### src/rtl/frame_enc_pkg.sv
// Shared types, default K characters and the CRC-8 step used by the frame encoder.
package frame_enc_pkg;

    typedef enum logic [1:0] {StIdle, StPay, StCrc, StEof} state_e;

    localparam logic [7:0] K_SOF_DEF  = 8'hBC;  // K28.5
    localparam logic [7:0] K_EOF_DEF  = 8'hFD;  // K29.7
    localparam logic [7:0] K_IDLE_DEF = 8'h3C;  // K28.1

    // One byte through a non-reflected, MSB-first CRC-8, no final XOR.
    function automatic logic [7:0] crc8_update(input logic [7:0] data,
                                               input logic [7:0] crc,
                                               input logic [7:0] poly);
        logic [7:0] c;
        logic       fb;
        c = crc;
        for (int i = 7; i >= 0; i--) begin
            fb = c[7] ^ data[i];
            c  = {c[6:0], 1'b0} ^ (fb ? poly : 8'h00);
        end
        return c;
    endfunction

endpackage

### src/rtl/encoder_8b10b.sv
// Registered 8b10b encoder with running disparity; output bit order {j,h,g,f,i,e,d,c,b,a}.
module encoder_8b10b (
    input  logic       clk,
    input  logic       reset,
    input  logic       KI,
    input  logic [7:0] datain,
    output logic [9:0] dataout
);

    logic [9:0] dataout_q, dataout_d;
    logic       rd_q, rd_d;
    logic [5:0] six;   // abcdei, a in bit 5
    logic [3:0] four;  // fghj, f in bit 3
    logic       unbal6, unbal4, rd_mid, a7;
    logic [4:0] x;
    logic [2:0] y;

    assign x = datain[4:0];
    assign y = datain[7:5];

    // 5b/6b then 3b/4b lookup, each sub-block complemented according to running disparity.
    always_comb begin
        six = 6'b000000;
        unique case (x)
            5'd0:  six = 6'b100111;  5'd1:  six = 6'b011101;
            5'd2:  six = 6'b101101;  5'd3:  six = 6'b110001;
            5'd4:  six = 6'b110101;  5'd5:  six = 6'b101001;
            5'd6:  six = 6'b011001;  5'd7:  six = 6'b111000;
            5'd8:  six = 6'b111001;  5'd9:  six = 6'b100101;
            5'd10: six = 6'b010101;  5'd11: six = 6'b110100;
            5'd12: six = 6'b001101;  5'd13: six = 6'b101100;
            5'd14: six = 6'b011100;  5'd15: six = 6'b010111;
            5'd16: six = 6'b011011;  5'd17: six = 6'b100011;
            5'd18: six = 6'b010011;  5'd19: six = 6'b110010;
            5'd20: six = 6'b001011;  5'd21: six = 6'b101010;
            5'd22: six = 6'b011010;  5'd23: six = 6'b111010;
            5'd24: six = 6'b110011;  5'd25: six = 6'b100110;
            5'd26: six = 6'b010110;  5'd27: six = 6'b110110;
            5'd28: six = 6'b001110;  5'd29: six = 6'b101110;
            5'd30: six = 6'b011110;  5'd31: six = 6'b101011;
        endcase
        if (KI && x == 5'd28) six = 6'b001111;
        unbal6 = ($countones(six) != 3);
        // D.7 is balanced but still alternates between two forms.
        if (rd_q && (unbal6 || x == 5'd7)) six = ~six;
        rd_mid = rd_q ^ unbal6;

        // Alternate x.7 form avoids a run of five identical bits across the sub-block boundary.
        a7 = KI || (!rd_mid && (x == 5'd17 || x == 5'd18 || x == 5'd20))
                || (rd_mid && (x == 5'd11 || x == 5'd13 || x == 5'd14));
        four = 4'b0000;
        unique case (y)
            3'd0: four = 4'b1011;
            3'd1: four = 4'b1001;
            3'd2: four = 4'b0101;
            3'd3: four = 4'b1100;
            3'd4: four = 4'b1101;
            3'd5: four = 4'b1010;
            3'd6: four = 4'b0110;
            3'd7: four = a7 ? 4'b0111 : 4'b1110;
        endcase
        unbal4 = ($countones(four) != 2);
        if (rd_mid && (unbal4 || y == 3'd3)) four = ~four;
        // K characters use the opposite balanced 4b form to keep the comma unique.
        if (KI && !rd_mid && (y == 3'd1 || y == 3'd2 || y == 3'd5 || y == 3'd6)) four = ~four;
        rd_d = rd_mid ^ unbal4;

        dataout_d = {four[0], four[1], four[2], four[3],
                     six[0], six[1], six[2], six[3], six[4], six[5]};
    end

    // Symbol register and running disparity (RD- after reset).
    always_ff @(posedge clk or posedge reset) begin
        if (reset) begin
            dataout_q <= 10'h000;
            rd_q      <= 1'b0;
        end else begin
            dataout_q <= dataout_d;
            rd_q      <= rd_d;
        end
    end

    assign dataout = dataout_q;

endmodule

### src/rtl/frame_crc_encoder.sv
// Frame builder (SOF, payload, optional CRC-8, EOF, idle fill) feeding a registered 8b10b encoder.
module frame_crc_encoder
    import frame_enc_pkg::*;
#(
    parameter int unsigned PAYLOAD_LEN = 8,
    parameter bit          CRC_EN      = 1'b1,
    parameter logic [7:0]  CRC_POLY    = 8'h07,
    parameter logic [7:0]  CRC_INIT    = 8'h00,
    parameter logic [7:0]  K_SOF       = K_SOF_DEF,
    parameter logic [7:0]  K_EOF       = K_EOF_DEF,
    parameter logic [7:0]  K_IDLE      = K_IDLE_DEF
) (
    input  logic       clk,
    input  logic       reset,
    input  logic       tx_en,
    input  logic [7:0] s_data,
    input  logic       s_valid,
    output logic       s_ready,
    output logic [9:0] data_out,
    output logic [7:0] sym_byte,
    output logic       sym_k,
    output logic       frame_done,
    output logic       busy
);

    localparam int unsigned    CntW    = $clog2(PAYLOAD_LEN + 1);
    localparam logic [CntW-1:0] CntLast = CntW'(PAYLOAD_LEN - 1);

    state_e          state_q, state_d;
    logic [CntW-1:0] cnt_q, cnt_d;
    logic [7:0]      crc_q, crc_d;
    logic [7:0]      st1_byte_q, st1_byte_d;
    logic            st1_k_q, st1_k_d;
    logic            st1_done_q, st1_done_d;
    logic            busy_q, busy_d;
    logic [7:0]      sym_byte_q;
    logic            sym_k_q, frame_done_q;

    assign s_ready = (state_q == StPay);

    // Next state and the symbol issued into stage 1 this cycle.
    always_comb begin
        state_d    = state_q;
        cnt_d      = cnt_q;
        crc_d      = crc_q;
        st1_byte_d = K_IDLE;
        st1_k_d    = 1'b1;
        st1_done_d = 1'b0;
        busy_d     = 1'b0;
        unique case (state_q)
            StIdle: begin
                // An EOF just issued forces one idle before the next SOF.
                if (tx_en && s_valid && !st1_done_q) begin
                    st1_byte_d = K_SOF;
                    crc_d      = CRC_INIT;
                    cnt_d      = '0;
                    busy_d     = 1'b1;
                    state_d    = StPay;
                end
            end
            StPay: begin
                busy_d = 1'b1;
                if (s_valid) begin
                    st1_byte_d = s_data;
                    st1_k_d    = 1'b0;
                    crc_d      = crc8_update(s_data, crc_q, CRC_POLY);
                    cnt_d      = cnt_q + CntW'(1);
                    if (cnt_q == CntLast) state_d = CRC_EN ? StCrc : StEof;
                end
            end
            StCrc: begin
                busy_d     = 1'b1;
                st1_byte_d = crc_q;
                st1_k_d    = 1'b0;
                state_d    = StEof;
            end
            StEof: begin
                busy_d     = 1'b1;
                st1_byte_d = K_EOF;
                st1_done_d = 1'b1;
                state_d    = StIdle;
            end
            default: state_d = StIdle;
        endcase
    end

    // FSM state, stage-1 issue register and the stage-2 delay matching the encoder.
    always_ff @(posedge clk or posedge reset) begin
        if (reset) begin
            state_q      <= StIdle;
            cnt_q        <= '0;
            crc_q        <= CRC_INIT;
            st1_byte_q   <= K_IDLE;
            st1_k_q      <= 1'b1;
            st1_done_q   <= 1'b0;
            busy_q       <= 1'b0;
            sym_byte_q   <= 8'h00;
            sym_k_q      <= 1'b0;
            frame_done_q <= 1'b0;
        end else begin
            state_q      <= state_d;
            cnt_q        <= cnt_d;
            crc_q        <= crc_d;
            st1_byte_q   <= st1_byte_d;
            st1_k_q      <= st1_k_d;
            st1_done_q   <= st1_done_d;
            busy_q       <= busy_d;
            sym_byte_q   <= st1_byte_q;
            sym_k_q      <= st1_k_q;
            frame_done_q <= st1_done_q;
        end
    end

    encoder_8b10b u_enc (
        .clk     (clk),
        .reset   (reset),
        .KI      (st1_k_q),
        .datain  (st1_byte_q),
        .dataout (data_out)
    );

    assign sym_byte   = sym_byte_q;
    assign sym_k      = sym_k_q;
    assign frame_done = frame_done_q;
    assign busy       = busy_q;

endmodule

### config.mk
export PLATFORM = sky130hd
export DESIGN_NAME = frame_crc_encoder
export DESIGN_NICKNAME = d
export VERILOG_FILES = /design/src/rtl/frame_enc_pkg.sv /design/src/rtl/encoder_8b10b.sv /design/src/rtl/frame_crc_encoder.sv
export SDC_FILE = /design/constraint.sdc
export NUM_CORES = 1
export LEC_CHECK = 0
export CORE_MARGIN = 2
export CORE_UTILIZATION = 40
export CTS_CLUSTER_DIAMETER = 30
export CTS_CLUSTER_SIZE = 24
export DETAILED_ROUTE_END_ITERATION = 10
export PLACE_DENSITY = 0.68
export RECOVER_POWER = 100
export SLEW_MARGIN = 5
export SYNTH_ARGS = -nofsm -noshare
export SYNTH_HDL_FRONTEND = slang
export SYNTH_SLANG_ARGS = --single-unit
### constraint.sdc
create_clock -name clk -period 4.7 [get_ports clk]
set_input_delay 0.705 -clock clk [delete_from_list [all_inputs] [get_ports clk]]
set_output_delay 0.705 -clock clk [all_outputs]
set_load 0.005 [all_outputs]
==> results.tsv, run 1 <==
stage	metric	value	unit
cts	root_buffer	clkbuf_8	
synthesis	synth-xor-area-share	12.4	%
synthesis	yosys.area_share.simple	9.96	%
flow_run	drv.max_cap_violation_count	0	
synthesis	synthAdderAreaFrac	11.8	%
sta	min_period	4.98	ns
die	die_h	86.7	um
worst_hold_path	hp-class	register to register	
outcome	status	finished, violations left	
global_route	antenna_found_initial	0	
die	die_x	86.7	um
global_route	grt_use_met3	2.76	%
sta	relSlewSlack	28.3	%
synthesis	yosysTopAreaCell	dfrtp_1	
cts	numCtsBuffers	5	
critical_path	cp.required	4.92	ns
critical_path	crit_path_end_kind	register	
route	vias	2062	
placed_design	io_buffers	33	
synthesis	synthDistinctLibCells	52	
synthesis	synth-edff-count	0	
cts	cts.sinks	46	
sta	drv_slew	0	
critical_path	cp_cell_sequence	buf_12 -> inv_6 -> mux2i_1 -> mux4_2 -> ha_4 -> fa_1 -> ha_4 -> and4bb_2 -> xnor2_4 -> mux2i_2 -> a41o_1 -> ha_4 -> ha_4 -> fa_1 -> nor3b_4 -> mux2i_1 -> a21oi_2 -> xnor2_1	
synthesis	yosysMostFrequentCell	dfrtp_1	
global_route	grt_pass1_wl	9960	um
route	wl_per_cell	14.5	um
outcome	failed_checks	negative setup slack	
synthesis	netlist_top_cells_count	41 x dfrtp_1, 27 x xnor2_1, 21 x ha_1, 18 x nand2_1, 16 x inv_1	
cts	ctsHtreeMaxLevel	2	
synthesis	synth_top_family_by_area	compound AO/OA/AOI/OAI gates	
die	io_pins	34	
synthesis	synth_seq_area_share	42.3	%
route	viasPerCell	5.13	
synthesis	synth.cell_area	2740	um^2
cts	cts_tree	done	
global_route	first_global_vias	2077	
route	drcViolationCount	0	
global_route	grt-ovfl-total	0	
critical_path	startpoint_type	register	
sta	finalCritPeriodShare	106	%
critical_path	r2r_slack	-0.28	ns
placed_design	pre_cts_slack	-0.347	ns
cts	clk_pin_slew	0.09	ns
final_layout	drive_above_1_share	27.6	%
critical_path	path_buf_inv	2	
global_route	gr-usage-met2	29.1	%
route	routed_wl	5810	um
placed_design	globalplace.congestion	0.880	
route	ant_nets	0	
sta	setup_violations	5	
global_route	grt-busiest-layer	met2	
die	coreArea	6720	um^2
synthesis	synthCells	252	
cts	ctsLongestPathBuffers	2	
critical_path	cpMostUsedCell	ha_4	
sta	finalWorstSetupSlack	-0.282	ns
critical_path	path_class	register to register	
critical_path	cp.arrival	5.20	ns
final_layout	area_delta_synth_final	34.8	%
route	firstDrtPassIters	5	
critical_path	slowest_delay	0.65	ns
critical_path	cpMaxStageDelayCell	dfstp_4	
die	rows	30	
global_route	grtUsageMet1	21.7	%
placed_design	dp_hpwl	4050	um
final_layout	nets	357	
critical_path	critPathTopFamily	adder cells	
synthesis	synth_area_leaders	dfrtp_1 37%, ha_1 9.6%, xnor2_1 8.6%, dfstp_2 4.8%, mux2i_1 2.9%	
sta	worst-slew-pin-transition	1.08	ns
critical_path	crit_fanout	5	
sta	hold_viol	0	
synthesis	synth-compound-area-share	14.8	%
sta	skew	0.00401	ns
global_route	grt_max_degree	47	
cts	insertion_delay	0.30	ns
cts	cts_hold_buf	0	
synthesis	synthArstFlopShare	100	%
die	fp.dieArea	7520	um^2
synthesis	yosysTopAreaCellShare	37.5	%
synthesis	synth_nets	288	
sta	max_freq	201	MHz
synthesis	syn_area_per_cell	10.9	um^2
synthesis	synth_mux_area_share	4.16	%
synthesis	ys_seq_elements	46	
route	first_iter_violations	165	
synthesis	yosysWarnings	0	
final_layout	diodes	0	
synthesis	synth_ff_type	dfrtp_1	
die	start_util	40.7	%
global_route	grt_usage	16.6	%
sta	rsz0062_at_grt	true	
state kept, by name, summed over array words and instances, names as in the netlist:
| register | flops |
|---|---|
| u_enc.rd_q | 1 |
| st1_done_q | 1 |
| sym_byte | 8 |
| state_q | 2 |
| crc_q | 8 |
| st1_k_q | 1 |
| busy | 1 |
| sym_k | 1 |
| u_enc.dataout | 10 |
| st1_byte_q | 8 |
| frame_done | 1 |
| cnt_q | 4 |
path summary, 6_finish.rpt:
kind / startpoint / endpoint / cells past startpoint
worst max register to register: st1_byte_q[3]$_DFF_PP1_ / u_enc.dataout[8]$_DFF_PP0_ / 18
worst max-delay path: st1_byte_q[3]$_DFF_PP1_ / u_enc.dataout[8]$_DFF_PP0_ / 18
min in group asynchronous: reset / sym_byte[7]$_DFF_PP0_ / 2
worst min-delay path: st1_done_q$_DFF_PP0_ / frame_done$_DFF_PP0_ / 0
max in group asynchronous: reset / st1_byte_q[1]$_DFF_PP0_ / 2
worst min register to register: st1_done_q$_DFF_PP0_ / frame_done$_DFF_PP0_ / 0
metal layers:
layer  up-vias  routed length, um  share of wire, %
li1       1013                  -                 -
met1       999               2620                45
met2        48               2970                51
met3         2                193               3.3
met4         0                 23              0.40
met5         -                  0                 0
timing repair:
action / CTS / global route
buffers inserted: 6 / 3
gates resized for setup: 11 / 7
pin swaps: 5 / 12
endpoints found under the setup margin: 5 / 5
cell type report:
cell class | count | area (um^2)
Fill cell | 580 | 3030
Multi-Input combinational cell | 178 | 1610
Sequential cell | 46 | 1160
Timing Repair Buffer | 72 | 639
Tap cell | 80 | 100
Clock buffer | 7 | 86.3
Inverter | 18 | 80.1
Clock inverter | 1 | 8.76
stage by stage:
stage               util, %  instances  area, um^2  TNS (ns)  hold WS [ns]
finish                 54.9        402        3690     -1.09         0.380
global route           54.9        402        3690     -2.16         0.401
CTS                    53.9        400        3620    -0.968         0.379
detailed placement     51.2        387        3440     -1.40         0.358
global placement       51.2        387        3440    -0.739         0.356
floorplan                 -        252        2830    -0.433         0.345
cells in the final DEF (no fill, tap or decap), drive strengths merged, types with 2 or more instances in the layout:
master	synthesis	layout
a21oi	9	9
nand2	18	18
ha	21	21
nand3	4	4
a221o	5	5
a31oi	3	3
buf	6	39
nor2b	4	4
fa	3	3
or3	6	6
mux2i	8	8
dfstp	5	5
xor2	5	5
clkbuf	4	7
o21ai	16	16
clkdlybuf4s50	0	33
a211oi	3	3
and2	2	2
inv	18	18
a221oi	2	2
a22o	4	4
nor3b	2	2
dfrtp	41	41
nor2	13	13
xnor2	28	28
nand2b	2	2
a311oi	2	2
logic make-up after synthesis:
| logic type | count (synthesis) |
|---|---|
| xor+xnor | 34 |
| buf+inv | 28 |
| fa+ha+maj | 24 |
| simple gates | 55 |
| compound gates | 55 |
| flops | 46 |
| mux | 10 |
worst register-to-register path, stage by stage, from the launching register on:
cell and delay [ns]:
dfstp_4 0.65, buf_12 0.12, inv_6 0.04, mux2i_1 0.11, mux4_2 0.52, ha_4 0.18, fa_1 0.48, ha_4 0.29
and4bb_2 0.30, xnor2_4 0.15, mux2i_2 0.27, a41o_1 0.26, ha_4 0.22, ha_4 0.15, fa_1 0.48, nor3b_4 0.19
mux2i_1 0.11, a21oi_2 0.24, xnor2_1 0.16
Power of run 1 is not shown: default switching activity piles up to over one toggle a cycle in this logic, so the estimate is an artifact.
==> inputs of run 2 (changes only) <==
Settings changed: CORE_UTILIZATION 40 to 53, DONT_BUFFER_PORTS set to 1, PLACE_DENSITY 0.68 to 0.76.
==> run 2 against run 1 <==
- the flow still finishes with violations (negative setup slack)
- register-to-register slack hardly changed
- clock-buffer cell count stayed put
- utilization is 12 points higher
- sequential cell count stayed put
- non-clock buffer count is 25 lower
- clock skew is 0.0026 ns higher
- via count is 1.3% lower
- first-iteration DRC count is 38% lower
- global-route usage is 4.9 points higher
- die area is 23% lower
- sequential share of layout area is 2.8 points higher
- critical endpoint is now u_enc.dataout[6]$_DFF_PP0_
- largest cell class unchanged
==> results.tsv, run 2 (same netlist as run 1, synthesis figures left out) <==
stage	metric	value	unit
die	io_pins	34	
die	start_util	54.3	%
final_layout	area_delta_synth_final	23.4	%
placed_design	placed_area	3100	um^2
critical_path	cp.required	4.88	ns
die	coreArea	5040	um^2
cts	ctsLongestPathBuffers	2	
cts	root_buffer	clkbuf_8	
sta	fin_tns_setup	-1.26	ns
sta	rsz0062_at_grt	true	
placed_design	dp_cells	345	
final_layout	final_common_cell	buf_4	
cts	cts_hold_buf	0	
critical_path	startpoint_type	register	
global_route	antenna_found_initial	0	
placed_design	io_buffers	0	
sta	min_period	5.00	ns
cts	ctsHtreeMaxLevel	2	
cts	cts.sinks	46	
route	ant_nets	0	
cts	clk_pin_slew	0.09	ns
sta	setup_violations	5	
sta	finalCritPeriodShare	106	%
cts	numCtsBuffers	5	
global_route	grt_pass1_wl	9360	um
sta	worst-slew-pin-transition	1.07	ns
critical_path	cpMaxStageDelayCell	mux4_2	
outcome	failed_checks	negative setup slack	
die	fp.dieArea	5760	um^2
final_layout	finalInstanceArea	3380	um^2
route	firstDrtPassIters	4	
final_layout	seqCellArea	1160	um^2
flow_run	drv.max_cap_violation_count	0	
route	vias	2035	
sta	finalWorstSetupSlack	-0.296	ns
sta	hold_viol	0	
route	wl_per_cell	15.1	um
global_route	grt_usage	21.5	%
global_route	grt-ovfl-total	0	
route	routed_wl	5560	um
final_layout	diodes	0	
critical_path	crit_path_end_kind	register	
final_layout	largest_reg_flops	10	
critical_path	cp.arrival	5.18	ns
route	drcViolationCount	0	
final_layout	final_cells	367	
global_route	first_global_vias	2033	
final_layout	nets	332	
critical_path	slowest_delay	0.52	ns
outcome	status	finished, violations left	
sta	max_freq	200	MHz
worst_hold_path	hp-class	register to register	
die	die_x	75.9	um
final_layout	drive_above_1_share	32.7	%
final_layout	multi_input_area	1590	um^2
sta	drv_slew	0	
sta	relSlewSlack	28.5	%
critical_path	crit_fanout	6	
die	die_h	75.9	um
placed_design	globalplace.congestion	0.841	
route	first_iter_violations	103	
die	rows	26	
sta	skew	0.00660	ns
cts	cts_tree	done	
final_layout	fill_cells	392	
critical_path	path_class	register to register	
global_route	grt_max_degree	47	
cts	insertion_delay	0.30	ns
placed_design	dp_hpwl	4030	um
final_layout	layout_common_cells	46 x buf_4, 39 x dfrtp_1, 26 x xnor2_1, 15 x nand2_1	
critical_path	cp_cell_sequence	clkinv_4 -> ha_4 -> nand2_4 -> a31oi_2 -> mux4_2 -> ha_4 -> fa_1 -> ha_1 -> and4bb_2 -> xnor2_4 -> mux2i_2 -> a41o_1 -> ha_1 -> ha_2 -> fa_1 -> nor3b_4 -> mux2i_1 -> a21oi_2 -> xnor2_1	
route	viasPerCell	5.54	
run 2: changes by cell type in the layout (fill, tap and decap cells not counted), sizes merged:
cell | previous run | this run
buf | 39 | 47
clkdlybuf4s50 | 33 | 0
run 2: critical path: cells and delay by family (launching register included):
kind / cells / cell delay, ns
and+or+nand+nor: 3 / 0.56
xor gates and xnor gates: 2 / 0.25
DFF: 1 / 0.45
AOI/OAI and AO/OA: 3 / 0.56
adders and majority gates: 7 / 2.03
buffers and inverters: 1 / 0.11
muxes: 3 / 0.90
run 2: worst paths after layout:
kind	slack, ns	to	startpoint	cells past startpoint
setup / recovery	-0.30	u_enc.dataout[6]$_DFF_PP0_	st1_byte_q[1]$_DFF_PP0_	19
hold / removal	0.40	frame_done$_DFF_PP0_	st1_done_q$_DFF_PP0_	0
setup reg to reg	-0.30	u_enc.dataout[6]$_DFF_PP0_	st1_byte_q[1]$_DFF_PP0_	19
hold reg to reg	0.40	frame_done$_DFF_PP0_	st1_done_q$_DFF_PP0_	0
max in group asynchronous	3.62	st1_byte_q[0]$_DFF_PP0_	reset	1
min in group asynchronous	0.47	u_enc.dataout[0]$_DFF_PP0_	reset	1
run 2: layer usage:
| layer | up-vias | share of wire [%] | track usage (%) |
|---|---|---|---|
| met4 | 0 | 1.7 | 9.55 |
| li1 | 965 | - | - |
| met3 | 10 | 3.8 | 3.57 |
| met1 | 1015 | 42 | 26.7 |
| met5 | - | 0 | 0 |
| met2 | 45 | 52 | 36.7 |
run 2: layout make-up:
class | count | area share [%]
Multi-Input combinational cell | 178 | 47.1
Sequential cell | 46 | 34.3
Timing Repair Buffer | 47 | 10.8
Tap cell | 70 | 2.59
Clock buffer | 7 | 2.56
Inverter | 18 | 2.30
Clock inverter | 1 | 0.259
run 2: per-stage QoR:
stage / setup WS [ns] / hold WS (ns) / utilization (%)
4_1_cts: -0.224 / 0.398 / 64.8
5_1_grt: -0.516 / 0.413 / 67.0
3_5_place_dp: -0.315 / 0.374 / 61.6
2_1_floorplan: -0.114 / 0.345 / -
3_3_place_gp: -0.181 / 0.365 / 61.6
6_report: -0.296 / 0.397 / 67.0
run 2: what timing repair did:
| item | 4_1_cts | 5_1_grt |
|---|---|---|
| pin swaps | 4 | 7 |
| setup endpoints to repair | 5 | 5 |
| buffers inserted | 6 | 9 |
| resized for setup | 4 | 9 |
Power of run 2 is left out for the same reason.
